===== src/rtl/keypress_pcm_scheduler.sv =====
// Pops PS/2 Set-2 scancodes, tracks break/extended prefixes and sequences the PCM
// sample player with single-cycle stop/init pulses, typematic suppression and a bounded idle wait.
module keypress_pcm_scheduler #(
  parameter int SAMPLE_LOG2     = 12,
  parameter int ADDR_W          = 15,
  parameter int STOP_ON_RELEASE = 1,
  parameter int WAIT_TIMEOUT    = 1000000
) (
  input  logic              clk,
  input  logic              rst,
  input  logic              fifo_empty,
  input  logic [7:0]        fifo_data,
  output logic              fifo_rd,
  input  logic              pcm_busy,
  output logic              pcm_init,
  output logic              pcm_stop,
  output logic [ADDR_W-1:0] pcm_addr,
  output logic [15:0]       play_count,
  output logic              err_timeout
);

  localparam int CNT_W = $clog2(WAIT_TIMEOUT + 1);
  localparam logic [CNT_W-1:0] CNT_LAST = CNT_W'(WAIT_TIMEOUT - 1);

  typedef enum logic [2:0] {IDLE, DECODE, STOP, WAIT, START, ARM} state_t;

  state_t            state, state_d;
  logic [7:0]        byte_q, byte_d;
  logic              brk, brk_d;
  logic              ext, ext_d;
  logic              held, held_d;
  logic [2:0]        held_idx, held_idx_d;
  logic [2:0]        play_idx, play_idx_d;
  logic              go_start, go_start_d;
  logic [CNT_W-1:0]  wait_cnt, wait_cnt_d;
  logic [ADDR_W-1:0] addr_d;
  logic [15:0]       count_d;
  logic              err_d;
  logic              key_hit;
  logic [2:0]        key_idx;

  // Strobes come straight from the registered state, so each is one clean cycle wide.
  assign fifo_rd  = (state == IDLE) && !fifo_empty;
  assign pcm_init = (state == START);
  assign pcm_stop = (state == STOP);

  // NOTE: every output of a combinational block gets a default first; a missed branch would otherwise infer a latch.
  always_comb begin
    key_hit = 1'b1;
    key_idx = 3'd0;
    case (byte_q)
      8'h1C:   key_idx = 3'd0;
      8'h1B:   key_idx = 3'd1;
      8'h23:   key_idx = 3'd2;
      8'h2B:   key_idx = 3'd3;
      8'h34:   key_idx = 3'd4;
      8'h33:   key_idx = 3'd5;
      8'h3B:   key_idx = 3'd6;
      8'h42:   key_idx = 3'd7;
      default: key_hit = 1'b0;
    endcase
  end

  always_comb begin
    state_d    = state;
    byte_d     = byte_q;
    brk_d      = brk;
    ext_d      = ext;
    held_d     = held;
    held_idx_d = held_idx;
    play_idx_d = play_idx;
    go_start_d = go_start;
    wait_cnt_d = wait_cnt;
    addr_d     = pcm_addr;
    count_d    = play_count;
    err_d      = err_timeout;

    case (state)
      IDLE: begin
        if (!fifo_empty) begin
          byte_d  = fifo_data;
          state_d = DECODE;
        end
      end
      DECODE: begin
        state_d = IDLE;
        if (byte_q == 8'hF0) begin
          brk_d = 1'b1;
        end else if (byte_q == 8'hE0) begin
          ext_d = 1'b1;
        end else if (!key_hit || ext) begin
          // Extended variants of mapped keys are deliberately ignored, as are protocol bytes.
          brk_d = 1'b0;
          ext_d = 1'b0;
        end else if (brk) begin
          brk_d = 1'b0;
          if (held && key_idx == held_idx) held_d = 1'b0;
          if (STOP_ON_RELEASE != 0 && pcm_busy && key_idx == play_idx) begin
            go_start_d = 1'b0;
            state_d    = STOP;
          end
        end else if (!(held && key_idx == held_idx)) begin
          held_d     = 1'b1;
          held_idx_d = key_idx;
          go_start_d = 1'b1;
          state_d    = pcm_busy ? STOP : START;
        end
      end
      STOP: begin
        wait_cnt_d = '0;
        state_d    = WAIT;
      end
      WAIT: begin
        wait_cnt_d = wait_cnt + CNT_W'(1);
        if (!pcm_busy || wait_cnt == CNT_LAST) begin
          if (pcm_busy) err_d = 1'b1;
          state_d = go_start ? START : IDLE;
        end
      end
      START:   state_d = ARM;
      ARM:     state_d = IDLE;
      default: state_d = IDLE;
    endcase

    // Address is loaded on entry to START so it is already valid while pcm_init is high.
    if (state_d == START) begin
      addr_d     = ADDR_W'(held_idx_d) << SAMPLE_LOG2;
      play_idx_d = held_idx_d;
      count_d    = play_count + 16'd1;
    end
  end

  // NOTE: sequential state uses non-blocking assignments so every register samples pre-edge values.
  always_ff @(posedge clk) begin
    if (rst) begin
      state       <= IDLE;
      byte_q      <= '0;
      brk         <= 1'b0;
      ext         <= 1'b0;
      held        <= 1'b0;
      held_idx    <= '0;
      play_idx    <= '0;
      go_start    <= 1'b0;
      wait_cnt    <= '0;
      pcm_addr    <= '0;
      play_count  <= '0;
      err_timeout <= 1'b0;
    end else begin
      state       <= state_d;
      byte_q      <= byte_d;
      brk         <= brk_d;
      ext         <= ext_d;
      held        <= held_d;
      held_idx    <= held_idx_d;
      play_idx    <= play_idx_d;
      go_start    <= go_start_d;
      wait_cnt    <= wait_cnt_d;
      pcm_addr    <= addr_d;
      play_count  <= count_d;
      err_timeout <= err_d;
    end
  end

endmodule


===== config.mk =====
export PLATFORM = sky130hd
export DESIGN_NAME = keypress_pcm_scheduler
export DESIGN_NICKNAME = d
export VERILOG_FILES = /design/src/rtl/keypress_pcm_scheduler.sv
export SDC_FILE = /design/constraint.sdc
export NUM_CORES = 1
export LEC_CHECK = 0
export CORE_MARGIN = 2
export CORE_UTILIZATION = 38
export CTS_BUF_LIST = sky130_fd_sc_hd__clkbuf_4
export CTS_CLUSTER_SIZE = 12
export DETAILED_ROUTE_END_ITERATION = 8
export PLACE_DENSITY_LB_ADDON = 0.12
export SETUP_SLACK_MARGIN = 0.5
export SKIP_CTS_REPAIR_TIMING = 1
export SYNTH_ARGS = -nofsm -noshare
export SYNTH_HDL_FRONTEND = slang
export SYNTH_SLANG_ARGS = --single-unit

===== constraint.sdc =====
create_clock -name clk -period 3.15 [get_ports clk]
set_input_delay 0.63 -clock clk [delete_from_list [all_inputs] [get_ports clk]]
set_output_delay 0.63 -clock clk [all_outputs]
set_load 0.03 [all_outputs]

==> reports/results.txt, run 1 <==
Sequential area share after synthesis -> 0.359
CP required -> 3390 ps
Share of cells above drive strength 1 -> 0.203
Worst IR drop on VDD -> 195 uV
Crit-path max cell delay -> 550 ps
Adder-cell share of the synthesized area -> 0.0116
Hold endpoint -> go_start
Worst slew pin tran -> 923 ps
CP startpoint kind -> flop
CP Class -> reg2reg
Post-Synth XOR/XNOR Area -> 0.0530
CP Max Fanout -> 4
Synth Cell Area -> 3240 sq um
Cells after Synth -> 385
FF-to-FF path depth -> 9
DR vias -> 2795
Row count -> 33
WL final -> 7150 um
Slew margin rel. -> 0.385
Worst hold start -> go_start
Synthesized flop and latch total -> 58
Clock Root Buffer -> clkbuf_4
Top FF cell, synth -> dfxtp_1
Final-layout fill cell count -> 803
Tot GR Track Use -> 0.164
TNS Setup -> 0 ps
Final Cycle Share -> 0.890
P_leak -> 0.00151 uW
Drt pass-1 iters -> 4
Reg2reg start -> byte_q[3]
Routed wl met3 -> 298 um
Yosys cell types -> 58
Post-layout nets -> 448
Clk_skew -> 12.9 ps
Endpoint class of the critical path -> flop
Avg Synthesized Cell Area -> 8.40 sq um
DR iter-0 viols -> 113
Worst Path Arrival -> 3040 ps
Max cap viols -> 0
Number of flops mapped to enable cells by yosys -> 0
Hold Crit Depth -> 2
Area Overhead vs Synth -> 25.3%
Die area -> 9270 sq um
Most common cell after layout, fill and taps aside -> dfxtp_1
Die height -> 96.3 um
Internal reg-to-reg setup slack -> 350 ps
Antenna violations before repair -> 0
Clock sinks -> 58
TritonCTS buffer count -> 9
Htree depth -> 3
PwrDens -> 344 nW/um^2
Routed length on met2 -> 3430 um
Total power -> 1390 uW
Ports -> 47
Starting Density -> 0.394
Met1 WL -> 3360 um
Overflow after GRT -> 0
Setup violations, final -> 0
Largest cells by area after synthesis -> dfxtp_1 36%, nor2_1 5.3%, a21oi_1 4.5%
Simple-gate share of the synthesized area -> 0.283
Clk Latency, worst-skew pair -> 400 ps
Top cell family by delay on the critical path -> simple AND/OR/NAND/NOR gates
CTS max path bufs -> 2
Top-area cell type share of the netlist area -> 0.359
Worst hold path type -> reg2reg
Detailed-placement wirelength estimate -> 5030 um
Most frequent cells in the layout -> 55 x dfxtp_1, 46 x nor2_1, 32 x nand2_1
Area leader, netlist -> dfxtp_1
Final Max Slew Viols -> 0
Final ANT Viol Nets -> 0
Hold Fails Final Rpt -> 0
Synth Area in Compound Gates -> 0.146
Port bufs -> 34
Outcome -> finished, final reports clean
Final Critical Period -> 2800 ps
FFs w/ async S/R, synth -> 0
N_diodes -> 0
First-pass GRT wire length -> 11800 um
Placer Congestion -> 0.764
Vias/cell -> 5.15
Vias in the first global route -> 2514
Yosys warnings -> 0
Clock Pin Slew Worst Setup and Hold Paths -> 100 ps
Core Region -> 8220 sq um
Top layer in use -> met4
Slowest cell on crit path -> or4_4
WL/cell -> 13.2 um
Most used cell, CP -> or4_4
DRC viols -> 0
Largest family of logic cells by synthesized area -> simple AND/OR/NAND/NOR gates
Die Span X -> 96.3 um
Largest net degree at the start of global routing -> 50
Post-synthesis mux area share -> 0.0839
Worst path depth -> 9
Crit-path cells -> or4b_4 > or4_4 > o21a_4 > xnor2_4 > or4_4 > inv_2 > ha_4 > a21oi_1 > a311oi_1
RSZ-0062 raised after global routing -> yes
Reg2reg end -> held
TritonCTS clock tree -> done
Maximum achievable frequency -> 357 MHz
Critical path buffers and inverters -> 1
==> synth_stat cells, types with 3 or more instances <==
library cell,n
nand2_2,3
or4_1,3
clkbuf_1,10
buf_2,3
xnor2_1,7
and3_1,4
a21o_1,3
nor3_1,14
nor2_1,46
dfxtp_1,58
nand3_1,20
xor2_1,7
and2_1,3
or3_1,3
mux2_2,10
nand2_1,32
a21oi_2,6
nand2b_1,3
mux2i_1,8
nand4_1,6
o21ai_0,5
buf_1,3
buf_4,13
mux2_1,7
nor3b_1,3
or2_2,3
ha_1,3
nor4_1,4
inv_1,8
nor2b_1,23
or4b_1,3
a21oi_1,29
==> flip-flops by register name, summed over array words and instances, names as in the netlist, 3 cells and up <==
| name | flops |
|---|---|
| wait_cnt | 20 |
| play_count | 16 |
| byte_q | 8 |
| held_idx | 3 |
| pcm_addr | 3 |
| state | 3 |
==> layout make-up <==
| cell class | count | area (sq um) | share of cell area |
|---|---|---|---|
| Multi-Input combinational cell | 300 | 2070 | 0.511 |
| Sequential cell | 58 | 1170 | 0.288 |
| Timing Repair Buffer | 56 | 520 | 0.128 |
| Tap cell | 105 | 131 | 0.0324 |
| Clock buffer | 10 | 75.1 | 0.0185 |
| Clock inverter | 6 | 57.6 | 0.0142 |
| Inverter | 8 | 30.0 | 0.00741 |
==> per-layer routing <==
| metal | track usage | vias up |
|---|---|---|
| met3 | 0.0509 | 5 |
| li1 | - | 1425 |
| met4 | 0.0500 | 0 |
| met2 | 0.267 | 58 |
| met5 | 0 | - |
| met1 | 0.208 | 1307 |
==> worst max path at each step <==
stage / endpoint / startpoint / slack (ps)
after global placement: held / byte_q[0] / 170
after global routing: go_start / byte_q[3] / 260
after CTS: held / byte_q[0] / 100
final: held / byte_q[3] / 350
after floorplan: play_count[12] / byte_q[0] / 310
after detailed placement: held / byte_q[0] / 130
==> report_power, final <==
part	switching, uW	total, uW	internal [uW]
logic	73.8	121	46.8
clock network	275	520	245
registers	10.6	752	742
total	359	1390	1030
==> cell families (layout without fill, tap and decap cells) <==
kind of cell | count (synthesis) | in the layout
fa+ha+maj | 3 | 3
compound gates | 64 | 64
xor+xnor | 17 | 17
buf+inv | 38 | 80
other cells | 1 | 12
simple gates | 179 | 179
mux | 25 | 25
flops | 58 | 58
==> per-stage QoR <==
stage | area [sq um] | worst slack [ps] | hold WS (ps) | utilization | std cells
4_1_cts | 3820 | 95.3 | 483 | 0.466 | 530
5_1_grt | 4050 | 263 | 527 | 0.493 | 543
2_1_floorplan | 3320 | 315 | 438 | - | 396
3_5_place_dp | 3690 | 125 | 465 | 0.449 | 514
3_3_place_gp | 3690 | 168 | 460 | 0.449 | 514
6_report | 4050 | 345 | 483 | 0.493 | 543
==> worst reg2reg max path, stage by stage (launching register included) <==
cell      delay (ps)
dfxtp_2          330
or4b_4           530
or4_4            480
o21a_4           170
xnor2_4          150
or4_4            550
inv_2             80
ha_4             190
a21oi_1          110
a311oi_1          60
Note: power is estimated with default switching activity, not from simulation.
==> run 2: changes to the inputs <==
--- a/config.mk
+++ b/config.mk
@@ -5,6 +5,8 @@
 export SDC_FILE = /design/constraint.sdc
 export NUM_CORES = 1
 export LEC_CHECK = 0
+export CELL_PAD_IN_SITES_DETAIL_PLACEMENT = 1
+export CELL_PAD_IN_SITES_GLOBAL_PLACEMENT = 1
 export CORE_MARGIN = 2
 export CORE_UTILIZATION = 38
 export CTS_BUF_LIST = sky130_fd_sc_hd__clkbuf_4
@@ -12,7 +14,6 @@
 export DETAILED_ROUTE_END_ITERATION = 8
 export PLACE_DENSITY_LB_ADDON = 0.12
 export SETUP_SLACK_MARGIN = 0.5
-export SKIP_CTS_REPAIR_TIMING = 1
 export SYNTH_ARGS = -nofsm -noshare
 export SYNTH_HDL_FRONTEND = slang
 export SYNTH_SLANG_ARGS = --single-unit
==> reports/results.txt, run 2 (synthesis results as in run 1) <==
DRC viols -> 0 (unchanged)
Port bufs -> 34 (unchanged)
Pre-CTS setup slack -> 121 ps (-4.48 ps)
Setup violations, final -> 0 (unchanged)
Die Span X -> 96.3 um (unchanged)
Ports -> 47 (unchanged)
Biggest registers after layout -> wait_cnt x20, play_count x16, byte_q x8
Maximum achievable frequency -> 362 MHz (+1.6%)
RSZ-0062 raised after global routing -> yes
Critical path buffers and inverters -> 1 (unchanged)
Worst hold path type -> reg2reg
Worst path depth -> 8 (-1)
First-pass GRT wire length -> 13900 um (+18%)
CP required -> 3470 ps (+80 ps)
Crit-path max cell delay -> 530 ps (-20 ps)
Drt pass-1 iters -> 4 (unchanged)
Endpoint class of the critical path -> flop
Hold Fails Final Rpt -> 0 (unchanged)
TritonCTS clock tree -> done
Slowest cell on crit path -> or4b_4
Vias/cell -> 5.32 (+3.3%)
Largest register FFs -> 20 (unchanged)
Clock Root Buffer -> clkbuf_4
Crit path to -> held
Sequential standard cell area -> 1160 sq um (-0.21%)
Clock sinks -> 58 (unchanged)
Layout Cells excl Fill -> 542 (-0.18%)
Detailed-placement wirelength estimate -> 5760 um (+15%)
Starting Density -> 0.394 (unchanged)
TNS Setup -> 0 ps (unchanged)
Worst IR drop on VDD -> 220 uV (+13%)
Final-layout fill cell count -> 979 (+22%)
Die area -> 9270 sq um (unchanged)
Most frequent cells in the layout -> 55 x dfxtp_1, 46 x nor2_1, 32 x nand2_1
Hold Crit Depth -> 2 (unchanged)
Row count -> 33 (unchanged)
Outcome -> finished, final reports clean
Min setup slack post-route -> 389 ps (+44.1 ps)
CP Max Fanout -> 5 (+1)
Largest net degree at the start of global routing -> 42 (-16%)
Placer Congestion -> 0.747 (-2.2%)
Top cell family by delay on the critical path -> simple AND/OR/NAND/NOR gates
PwrDens -> 408 nW/um^2 (+19%)
Largest register by flop count -> wait_cnt
DR vias -> 2883 (+3.1%)
CP Class -> reg2reg
Worst Path Arrival -> 3080 ps (+40 ps)
Clk_skew -> 16.1 ps (+3.23 ps)
Final Cycle Share -> 0.876 (-0.0140)
Crit-path cells -> or4b_4 > or4_4 > nand2_4 > xor2_4 > or4_4 > inv_2 > ha_4 > a311oi_1
FF-to-FF path depth -> 8 (-1)
Max cap viols -> 0 (unchanged)
Internal reg-to-reg setup slack -> 390 ps (+40 ps)
Area occupied by multi-input gates -> 2030 sq um (-1.9%)
Final Core Density -> 0.496 (+0.00244)
Tot GR Track Use -> 0.194 (+0.0298)
Crit path from -> byte_q[0]
Final ANT Viol Nets -> 0 (unchanged)
Hold-fix buffers, CTS -> 0
Final Max Slew Viols -> 0 (unchanged)
Die height -> 96.3 um (unchanged)
Most common cell after layout, fill and taps aside -> dfxtp_1
Clk Latency, worst-skew pair -> 420 ps (+20 ps)
Vias in the first global route -> 2844 (+13%)
Share of cells above drive strength 1 -> 0.195 (-0.00869)
Clock Pin Slew Worst Setup and Hold Paths -> 110 ps (about the same)
Worst slew pin tran -> 740 ps (-183 ps)
Slew margin rel. -> 0.507 (+0.122)
TritonCTS buffer count -> 9 (unchanged)
N_diodes -> 0 (unchanged)
WL/cell -> 15.7 um (+19%)
Htree depth -> 3 (unchanged)
Post-layout nets -> 447 (-0.22%)
Most used cell, CP -> or4_4
WL final -> 8520 um (+19%)
CTS max path bufs -> 2 (unchanged)
Final Critical Period -> 2760 ps (-44.1 ps)
DR iter-0 viols -> 89 (-21%)
Antenna violations before repair -> 0 (unchanged)
P_leak -> 0.00150 uW (-0.64%)
Overflow after GRT -> 0 (unchanged)
Placed cells -> 515 (+0.19%)
Reg2reg end -> held
Reg2reg start -> byte_q[0]
CP startpoint kind -> flop
Fin Hold WS -> 480 ps (-3.01 ps)
Core Region -> 8220 sq um (unchanged)
Area Overhead vs Synth -> 25.9%
==> run 2: cell count changes in the layout (fill, tap and decap cells not counted), moves of 2 or more <==
cell and change:
bufinv_16 +3, buf_4 -2, clkinv_2 -3, dlymetal6s2s_1 -3, dlygate4sd2_1 +3
==> run 2: metrics by stage <==
step | instance area, sq um | total power, uW
final | 4070 | 1660
after global routing | 4070 | 1720
after CTS | 3970 | 1680
after detailed placement | 3700 | 884
after global placement | 3700 | 882
after floorplan | 3320 | 858
==> run 2: how the worst min path moves through the flow <==
stage / startpoint / end / slack, ps
floorplan: go_start / go_start / 440
CTS: go_start / go_start / 480
detailed placement: go_start / go_start / 460
global route: go_start / go_start / 500
global placement: go_start / go_start / 460
finish: go_start / go_start / 480
==> run 2: power breakdown <==
group          switching (uW)  leakage, uW  internal [uW]
sequential               11.0     0.000470            742
combinational            76.2     0.000920           45.4
clock                     304     0.000106            481
==> run 2: layout make-up <==
cell class              count  share of cell area
well taps                 105              0.0323
clock inverters             7              0.0347
flip-flops and latches     58               0.286
inverters                   8             0.00737
repair buffers             55               0.124
multi-input cells         300               0.499
clock buffers               9              0.0166
==> run 2: metal layers <==
metal  GRT usage  vias to the layer above  routed length (um)
met5           0                        -                   0
met2       0.333                       37                4320
met1       0.242                     1413                3860
met4      0.0607                        0                 118
met3      0.0399                       11                 218
li1            -                     1422                   -
==> run 2: what timing repair did <==
item / in CTS / in global routing
buffers inserted: 4 / 7
setup endpoints to repair: 27 / 21
pin swaps: 5 / 3
endpoints found under the hold margin: 0 / 0
gates resized for setup: 12 / 9
==> run 2: worst reg2reg max path: stages, from the launching register on <==
cell	delay (ps)
dfxtp_2	330
or4b_4	530
or4_4	520
nand2_4	140
xor2_4	90
or4_4	530
inv_2	80
ha_4	190
a311oi_1	250
